[src/rtl/bus_pkg.sv]
// Shared bus definitions: source count, vector widths, source indices and arbiter state.
// The bus-select encoder and the bus mux use these definitions too.
package bus_pkg;

  localparam int N_SRC      = 24;
  localparam int GRANT_W    = 32;
  localparam int MAX_TENURE = 4;
  localparam int PTR_W      = 5;
  localparam int CNT_W      = 4;

  localparam int SRC_R0     = 0;
  localparam int SRC_R1     = 1;
  localparam int SRC_R2     = 2;
  localparam int SRC_R3     = 3;
  localparam int SRC_R4     = 4;
  localparam int SRC_R5     = 5;
  localparam int SRC_R6     = 6;
  localparam int SRC_R7     = 7;
  localparam int SRC_R8     = 8;
  localparam int SRC_R9     = 9;
  localparam int SRC_R10    = 10;
  localparam int SRC_R11    = 11;
  localparam int SRC_R12    = 12;
  localparam int SRC_R13    = 13;
  localparam int SRC_R14    = 14;
  localparam int SRC_R15    = 15;
  localparam int SRC_HI     = 16;
  localparam int SRC_LO     = 17;
  localparam int SRC_ZHIGH  = 18;
  localparam int SRC_ZLOW   = 19;
  localparam int SRC_PC     = 20;
  localparam int SRC_MDR    = 21;
  localparam int SRC_INPORT = 22;
  localparam int SRC_CSIGN  = 23;

  typedef enum logic {
    IDLE  = 1'b0,
    GRANT = 1'b1
  } arb_state_t;

  function automatic logic [PTR_W-1:0] onehot_to_idx(input logic [N_SRC-1:0] oh);
    logic [PTR_W-1:0] idx;
    idx = '0;
    for (int i = 0; i < N_SRC; i++)
      if (oh[i]) idx = idx | PTR_W'(i);
    return idx;
  endfunction

endpackage

[src/rtl/bus_source_arbiter_rr_pick.sv]
// Round-robin pick: first eligible request at or above ptr, wrapping to 0.
// The candidate vector is doubled with the lower copy masked below ptr, then the lowest set bit is isolated.
module rr_pick
  import bus_pkg::*;
#(
  parameter int N  = N_SRC,
  parameter int PW = PTR_W
) (
  input  logic [N-1:0]  lreq,
  input  logic [PW-1:0] ptr,
  input  logic [N-1:0]  excl,
  output logic [N-1:0]  pick,
  output logic          found
);

  logic [N-1:0]   cand;
  logic [N-1:0]   thermo;
  logic [2*N-1:0] masked;
  logic [2*N-1:0] first;

  always_comb begin
    cand   = lreq & ~excl;
    thermo = {N{1'b1}} << ptr;
    masked = {cand, cand & thermo};
    first  = masked & (~masked + (2*N)'(1));
    pick   = first[N-1:0] | first[2*N-1:N];
    found  = |cand;
  end

endmodule

[src/rtl/bus_source_arbiter.sv]
// Round-robin bus-source arbiter with bounded tenure; drives a registered one-hot grant
// straight into the bus-select encoder.
module bus_source_arbiter
  import bus_pkg::*;
(
  input  logic               clock,
  input  logic               clear,
  input  logic [GRANT_W-1:0] req,
  output logic [GRANT_W-1:0] grant,
  output logic               grant_valid,
  output logic               illegal_req
);

  arb_state_t       state;
  logic [PTR_W-1:0] ptr;
  logic [CNT_W-1:0] cnt;

  logic [N_SRC-1:0] lreq;
  logic [N_SRC-1:0] holder;
  logic [N_SRC-1:0] excl;
  logic [N_SRC-1:0] pick;
  logic             found;
  logic [PTR_W-1:0] pick_idx;
  logic [PTR_W-1:0] ptr_next;
  logic             holder_req;

  assign lreq       = req[N_SRC-1:0];
  assign holder     = grant[N_SRC-1:0];
  assign holder_req = |(lreq & holder);
  // Excluding the holder is harmless on release since its request is already low.
  assign excl       = (state == GRANT) ? holder : '0;
  assign pick_idx   = onehot_to_idx(pick);
  assign ptr_next   = (pick_idx == PTR_W'(N_SRC-1)) ? '0 : pick_idx + PTR_W'(1);

  rr_pick #(.N(N_SRC), .PW(PTR_W)) u_pick (
    .lreq  (lreq),
    .ptr   (ptr),
    .excl  (excl),
    .pick  (pick),
    .found (found)
  );

  always_ff @(posedge clock) begin
    if (clear) begin
      state       <= IDLE;
      grant       <= '0;
      grant_valid <= 1'b0;
      illegal_req <= 1'b0;
      ptr         <= '0;
      cnt         <= '0;
    end else begin
      illegal_req <= |req[GRANT_W-1:N_SRC];
      case (state)
        IDLE: begin
          if (found) begin
            state       <= GRANT;
            grant       <= {{(GRANT_W-N_SRC){1'b0}}, pick};
            grant_valid <= 1'b1;
            cnt         <= CNT_W'(1);
            ptr         <= ptr_next;
          end
        end
        GRANT: begin
          if (!holder_req || (cnt == CNT_W'(MAX_TENURE) && found)) begin
            if (found) begin
              grant       <= {{(GRANT_W-N_SRC){1'b0}}, pick};
              grant_valid <= 1'b1;
              cnt         <= CNT_W'(1);
              ptr         <= ptr_next;
            end else begin
              state       <= IDLE;
              grant       <= '0;
              grant_valid <= 1'b0;
            end
          end else if (cnt != CNT_W'(MAX_TENURE)) begin
            cnt <= cnt + CNT_W'(1);
          end
        end
        default: begin
          state       <= IDLE;
          grant       <= '0;
          grant_valid <= 1'b0;
        end
      endcase
    end
  end

endmodule

[config.mk]
export PLATFORM = sky130hd
export DESIGN_NAME = bus_source_arbiter
export DESIGN_NICKNAME = d
export VERILOG_FILES = /design/src/rtl/bus_pkg.sv /design/src/rtl/bus_source_arbiter_rr_pick.sv /design/src/rtl/bus_source_arbiter.sv
export SDC_FILE = /design/constraint.sdc
export NUM_CORES = 1
export LEC_CHECK = 0
export BUFFER_PORTS_ARGS = -buffer_cell sky130_fd_sc_hd__buf_2
export CAP_MARGIN = 0
export CORE_MARGIN = 5
export CORE_UTILIZATION = 57
export DETAILED_ROUTE_END_ITERATION = 12
export GPL_TIMING_DRIVEN = 0
export PLACE_DENSITY = 0.82
export SETUP_SLACK_MARGIN = 0.3
export SYNTH_ARGS = -nofsm -noshare
export SYNTH_HDL_FRONTEND = slang
export SYNTH_SLANG_ARGS = --single-unit
[constraint.sdc]
create_clock -name clock -period 4.2 [get_ports clock]
set_clock_uncertainty 0.05 [all_clocks]
set_input_delay 0.21 -clock clock [delete_from_list [all_inputs] [get_ports clock]]
set_output_delay 0.21 -clock clock [all_outputs]
set_load 0.01 [all_outputs]
# --- Word level (Yosys, flattened, before mapping) ---
# Index checks and enable logic that the tools add are counted.
op_classes:
  addsub: 3
  mul: 0
  div: 0
  order_cmp: 0
  n_eq_ne: 6
  shifts: 1
  mux: 42
  n_bitwise: 8
  n_reduce_logical: 7
ops:
  columns: ["op", "n"]
  rows:
  - ["bitwise AND 24 bit", 3]
  - ["2-to-1 mux 32 bit", 2]
  - ["one-hot mux 32 bit (2 select lines)", 1]
  - ["2-to-1 mux 5 bit", 11]
  - ["adder 48 x 1 -> 48 bit (second input constant)", 1]
  - ["bitwise AND 48 bit", 1]
  - ["2-to-1 mux 24 bit", 2]
  - ["NOT 48 bit", 1]
  - ["OR reduction 24 bit", 2]
  - ["2-to-1 mux 4 bit", 11]
  - ["NOT 24 bit", 1]
  - ["OR 24 bit", 1]
  - ["<< shifter 24 x 5 -> 24 bit (first input constant)", 1]
  - ["2-to-1 mux 3 bit", 4]
  - ["one-hot mux 5 bit (2 select lines)", 1]
  - ["one-hot mux 4 bit (2 select lines)", 1]
  - ["OR reduction 8 bit", 1]
  - ["adder 5 x 1 -> 5 bit (second input constant)", 1]
  - ["== test 5 bit (second input constant)", 1]
  - ["2-to-1 mux 1 bit", 5]
  - ["adder 4 x 1 -> 4 bit (second input constant)", 1]
  - ["== test 4 x 3 -> 1 bit (second input constant)", 1]
  - ["2-to-1 mux 2 bit", 2]
  - ["inequality test 4 x 3 -> 1 bit (second input constant)", 1]
  - ["other kinds (9)", 10]
word_totals:
  regBits: 44
  latch_bits: 0
  ramBits: 0
  mem_bits_ro: 0
  inputBits: 34
  output_inout_bits: 34
  elab_cells: 73
  memories: 0

# --- Depth between registers and ports, before layout ---
depth:
  ltp_word: 36
  ltp_mapped: 15
  depth_no_buf: 12

# --- By module ---
# Synthesis repeated with hierarchy kept, for this count alone.
unflattened:
  hier_cells: 402
  hier_area_um2: 3104.2
by_module_without_submodules:
  columns: ["mod", "n_inst", "cells_per_inst", "area_per_inst_um2", "seq_area_each_um2"]
  rows:
  - ["bus_source_arbiter", 1, 191, 1836.8, 720.7]
  - ["rr_pick", 1, 211, 1267.5, 0.0]

# --- Least setup slack after synthesis ---
# Ideal clock, no wire load.
synth_timing:
  path_type: "register to register"
  from: "register ptr[1]"
  to: "register ptr[2]"
  setup_ps: 116
  arrival_ps: 3460
  required_ps: 4034
  slack_ps: 574
  path_stages_with_launch: 14
  path_buffers: 2
  period_less_slack_ps: 3626
  path_cell_list: "dfxtp_1 -> buf_2 -> or2_1 -> o41ai_4 -> a21oi_1 -> a41o_1 -> and2_1 -> or3_1 -> clkbuf_1 -> nor4_1 -> nand4_1 -> ha_1 -> or3_1 -> a31o_2"
synth_between:
  elab_chain_len: 34
  elab_cells_between_ends: 35
  cone_classes: "2 x add/sub; 1 x eq/ne; 1 x shift; 27 x mux; 4 x bitwise"
synth_lines:
  columns: ["element", "line_no", "text"]
  rows:
  - ["start: declaration", "bus_source_arbiter.sv:15", "logic [PTR_W-1:0] ptr;"]
  - ["start signal: assignment", "bus_source_arbiter.sv:60", "ptr <= ptr_next;"]
  - ["start signal: assignment", "bus_source_arbiter.sv:69", "ptr <= ptr_next;"]
  - ["<< shifter 24 x 5 -> 24 bit *", "bus_source_arbiter_rr_pick.sv:23", "thermo = {N{1'b1}} << ptr;"]
  - ["bitwise AND 24 bit *", "bus_source_arbiter_rr_pick.sv:24", "masked = {cand, cand & thermo};"]
  - ["NOT 48 bit", "bus_source_arbiter_rr_pick.sv:25", "first = masked & (~masked + (2*N)'(1));"]
  - ["adder 48 x 1 -> 48 bit", "bus_source_arbiter_rr_pick.sv:25", null]
  - ["bitwise AND 48 bit *", "bus_source_arbiter_rr_pick.sv:25", null]
  - ["OR 24 bit *", "bus_source_arbiter_rr_pick.sv:26", "pick = first[N-1:0] | first[2*N-1:N];"]
  - ["2-to-1 mux 1 bit", "bus_pkg.sv:45", "if (oh[i]) idx = idx | PTR_W'(i);"]
  - ["2-to-1 mux 2 bit (2 in a row)", "bus_pkg.sv:45", null]
  - ["2-to-1 mux 3 bit (4 in a row)", "bus_pkg.sv:45", null]
  - ["2-to-1 mux 4 bit (8 in a row)", "bus_pkg.sv:45", null]
  - ["2-to-1 mux 5 bit (7 in a row)", "bus_pkg.sv:45", null]
  - ["2-to-1 mux 5 bit *", "bus_pkg.sv:45", null]
  - ["adder 5 x 1 -> 5 bit or == test 5 bit (tied branches)", "bus_source_arbiter.sv:33", "assign ptr_next = (pick_idx == PTR_W'(N_SRC-1)) ? '0 : pick_idx + PTR_W'(1);"]
  - ["2-to-1 mux 5 bit *", "bus_source_arbiter.sv:33", null]
  - ["2-to-1 mux 5 bit *", "bus_source_arbiter.sv:55, bus_source_arbiter.sv:65", null]
  - ["2-to-1 mux 5 bit", "bus_source_arbiter.sv:64", "if (!holder_req || (cnt == CNT_W'(MAX_TENURE) && found)) begin"]
  - ["one-hot mux 5 bit (2 select lines) *", "bus_source_arbiter.sv:53", "case (state)"]
# Mark *: on every way between the ends. The rest lies on a longest branch, timed or not. The select of a mux whose other input is x is not followed.
# A chain may end at the register's enable or synchronous reset.

# --- Worst setup path after layout ---
layout_timing:
  from: "register ptr[4]"
  to: "register ptr[4]"
layout_between:
  elab_chain_len: 34
  elab_cells_between_ends: 35
  cone_classes: "2 x add/sub; 1 x eq/ne; 1 x shift; 27 x mux; 4 x bitwise"
layout_lines:
  columns: ["element", "line_no"]
  rows:
  - ["<< shifter 24 x 5 -> 24 bit", "bus_source_arbiter_rr_pick.sv:23"]
  - ["bitwise AND 24 bit", "bus_source_arbiter_rr_pick.sv:24"]
  - ["NOT 48 bit", "bus_source_arbiter_rr_pick.sv:25"]
  - ["adder 48 x 1 -> 48 bit", "bus_source_arbiter_rr_pick.sv:25"]
  - ["bitwise AND 48 bit", "bus_source_arbiter_rr_pick.sv:25"]
  - ["OR 24 bit", "bus_source_arbiter_rr_pick.sv:26"]
  - ["2-to-1 mux 1 bit", "bus_pkg.sv:45"]
  - ["2-to-1 mux 2 bit (2 in a row)", "bus_pkg.sv:45"]
  - ["2-to-1 mux 3 bit (4 in a row)", "bus_pkg.sv:45"]
  - ["2-to-1 mux 4 bit (8 in a row)", "bus_pkg.sv:45"]
  - ["2-to-1 mux 5 bit (8 in a row)", "bus_pkg.sv:45"]
  - ["adder 5 x 1 -> 5 bit or == test 5 bit (tied branches)", "bus_source_arbiter.sv:33"]
  - ["2-to-1 mux 5 bit", "bus_source_arbiter.sv:33"]
  - ["2-to-1 mux 5 bit *", "bus_source_arbiter.sv:55, bus_source_arbiter.sv:65"]
  - ["2-to-1 mux 5 bit", "bus_source_arbiter.sv:64"]
  - ["one-hot mux 5 bit (2 select lines) *", "bus_source_arbiter.sv:53"]
# Marks and branches as above.

==> flow_metrics.py <==
metrics = {
    "cells_and_area": {
        "drive_above_1_share_pct": 32.43,
        "area_delta_synth_final_pct": 24.45,
        "insertedDiodeCount": 0,
        "final_cell_mix": "65 x buf_2, 63 x nor2_1, 35 x dfxtp_1, 29 x buf_4, 22 x a22oi_1",
        "layout.cells.most_common": "buf_2",
        "final_instance_area_sq_um": 4427,
        "design.final.nets": 588,
        "final_core_util_pct": 73.89,
    },
    "pwr": {
        "cellLeakagePower_nw": 1.868,
        "vdd.ir_drop.worst_v": 0.0002625,
        "power.density_nw_per_um2": 331.8,
    },
    "logic_synthesis": {
        "syn_inst": 460,
        "top_ff_cell_synth": "dfxtp_1",
        "ys_seq_area_share_pct": 20.26,
        "yosysWarnings": 0,
        "avgSynthCellArea_sq_um": 7.733,
        "number_of_register_bits_inferred_by_synthesis": 36,
        "synth_edf_count": 0,
        "yosysUniqueCellTypes": 78,
        "synth_area_sq_um": 3557,
        "synthArstFlopShare_pct": 0,
    },
    "drt": {
        "vias_per_cell": 7.329,
        "drt_iter0_drc": 766,
        "drt_first_pass_iters": 7,
        "route.final.wire_length_microns": 15190,
        "drc": 0,
        "vias": 4595,
        "detail-route-antenna-nets": 0,
        "routed_wire_length_per_instance_microns": 24.23,
    },
    "place": {
        "port_buffers": 59,
        "gp_routability_congestion": 1.082,
        "detailed_placement_hpwl_microns": 11310,
        "place_area_sq_um": 3973,
        "place_worst_setup_slack_ps": -72.22,
    },
    "sta": {
        "timing_worst_slew_pin_value_ps": 741.3,
        "finalCritPeriodShare_pct": 91.16,
        "final-setup-viol-count": 0,
        "finalMaxSlewViolations": 0,
        "grt_setup_unrepaired": "no",
        "timing.setup.tns_ps": 0,
        "report.final.hold_viol_count": 0,
        "period_minus_ws_final_ps": 3829,
        "worst_slew_margin_rel_pct": 50.58,
        "worst_setup_slack_after_layout_ps": 371.5,
        "maxClockFrequency_ghz": 0.2612,
    },
    "grt": {
        "total_track_usage_pct": 37.16,
        "grt.overflow.total": 0,
        "number_of_global_route_vias_before_repair": 4022,
        "antenna_found_initial": 0,
        "grt_max_degree": 14,
        "grt_pass1_wl_microns": 22020,
    },
    "clock_tree": {
        "worst_skew_pair.late_latency_ps": 320,
        "tritoncts.num_buffers": 5,
        "cts_root_buf": "clkbuf_8",
        "tritoncts": "yes",
        "clock_path_buffers": 2,
        "cts_max_level": 2,
        "hold_buffers": 0,
        "clock_sinks": 36,
        "clk_pin_slew_ps": 100,
    },
    "setup_path": {
        "rr_startpoint": "ptr[4]$_SDFFE_PP0P_",
        "worst_setup_path_startpoint": "ptr[4]$_SDFFE_PP0P_",
        "end_kind": "flip-flop",
        "regToRegSetupSlack_ps": 370,
        "cp.arrival_ps": 4000,
        "reg2reg_depth": 14,
        "critPathMaxFanout": 10,
        "critical_path.reg2reg.endpoint": "ptr[4]$_SDFFE_PP0P_",
        "worstPathRequired_ps": 4370,
        "worstSetupPathType": "flip-flop to flip-flop",
        "worstSetupStartpointType": "flip-flop",
    },
    "floorplan": {
        "core_area_sq_um": 5991,
        "floorplan.initialDensity_pct": 59.38,
        "design.portCount": 68,
        "die_w_microns": 89.00,
        "floorplan.die_area_sq_um": 7920,
        "chipHeight_microns": 89.00,
        "floorplan.rows": 28,
    },
    "min_path": {
        "min_path_type": "input pin to flip-flop",
        "holdCritStartpoint": "req[30]",
        "min_to": "illegal_req$_SDFF_PP0_",
        "min_path_cells": 3,
    },
    "run": {
        "max_cap_violations": 0,
    },
    "run_status": {
        "run_status": "finished clean",
    },
}
==> what timing repair did <==
action,4_1_cts,5_1_grt
buffers inserted,1,17
setup endpoints to repair,5,13
gates resized for setup,11,50
pin swaps,2,10
==> power breakdown <==
group          switching [mW]  leakage, nW  internal [mW]
clock                   0.165       0.0445          0.118
sequential             0.0305        0.293          0.371
combinational           0.481         1.53          0.304
total                   0.677         1.87          0.792
==> kinds of logic after synthesis <==
family	Yosys count	share of synthesized area [%]
other	1	0.1054
AOI/OAI and AO/OA	169	38.48
adders and majority gates	3	1.055
DFF	36	20.26
xor gates and xnor gates	1	0.2463
and+or+nand+nor	205	31.90
buffers and inverters	43	7.387
muxes	2	0.5628
==> cells in the mapped netlist, types with 8 or more instances <==
cell | number | area, sq um
nand2b_1 | 13 | 81.33
nor4_1 | 9 | 56.30
a21boi_0 | 11 | 82.58
nand4_1 | 15 | 93.84
buf_4 | 11 | 82.58
a31oi_1 | 9 | 56.30
buf_2 | 10 | 50.05
a21bo_2 | 14 | 140.1
inv_1 | 9 | 33.78
and2_1 | 10 | 62.56
dfxtp_1 | 36 | 720.7
nor2_1 | 65 | 244.0
nor3_1 | 17 | 85.08
nand2_1 | 20 | 75.07
a22oi_1 | 22 | 165.2
o21ai_0 | 8 | 40.04
a21oi_1 | 23 | 115.1
==> critical path, stage by stage (launching register included) <==
cell,delay (ps)
dfxtp_1,330
clkbuf_2,210
buf_4,260
buf_2,270
o21ai_0,260
a31oi_4,370
nand2_1,150
or4_1,520
a21oi_1,360
nor4b_4,110
nand2_1,120
ha_2,190
buf_4,110
o21ai_0,110
a211o_1,280
==> worst max-delay path by stage <==
stage | endpoint | slack (ps) | cells after the start
global route | ptr[4]$_SDFFE_PP0P_ | 270 | 14
CTS | ptr[2]$_SDFFE_PP0P_ | 280 | 14
floorplan | ptr[2]$_SDFFE_PP0P_ | 570 | 13
detailed placement | ptr[2]$_SDFFE_PP0P_ | -70 | 15
finish | ptr[4]$_SDFFE_PP0P_ | 370 | 14
global placement | ptr[2]$_SDFFE_PP0P_ | -130 | 13
==> per-layer routing <==
metal  global-route usage (%)  vias to the layer above  wire, microns
li1                         -                     1953              -
met1                    48.24                     2080           5473
met2                    55.67                      456           6478
met3                    11.24                      106           2241
met4                    18.94                        0            998
met5                        0                        -              0
==> sequential cells by signal (all words and copies together), names as in the netlist <==
| signal | flops |
|---|---|
| grant | 24 |
| state | 1 |
| grant_valid | 1 |
| cnt | 4 |
| illegal_req | 1 |
| ptr | 5 |
==> per-stage QoR <==
stage	cells	total power [mW]	hold WS [ps]
after floorplan	467	0.8519	314.3
after global placement	601	1.034	416.9
after detailed placement	601	1.047	408.8
after CTS	610	1.344	85.26
after global routing	627	1.515	109.7
final	627	1.469	82.41
==> final cells by class <==
class / instances / area [sq um]
Multi-Input combinational cell: 388 / 2803
Fill cell: 458 / 1564
Sequential cell: 36 / 724.4
Timing Repair Buffer: 77 / 430.4
Buffer: 34 / 251.5
Tap cell: 75 / 93.84
Clock buffer: 5 / 68.82
Inverter: 9 / 33.78
Clock inverter: 3 / 21.27
No activity file was read; power rests on OpenSTA's default activity.
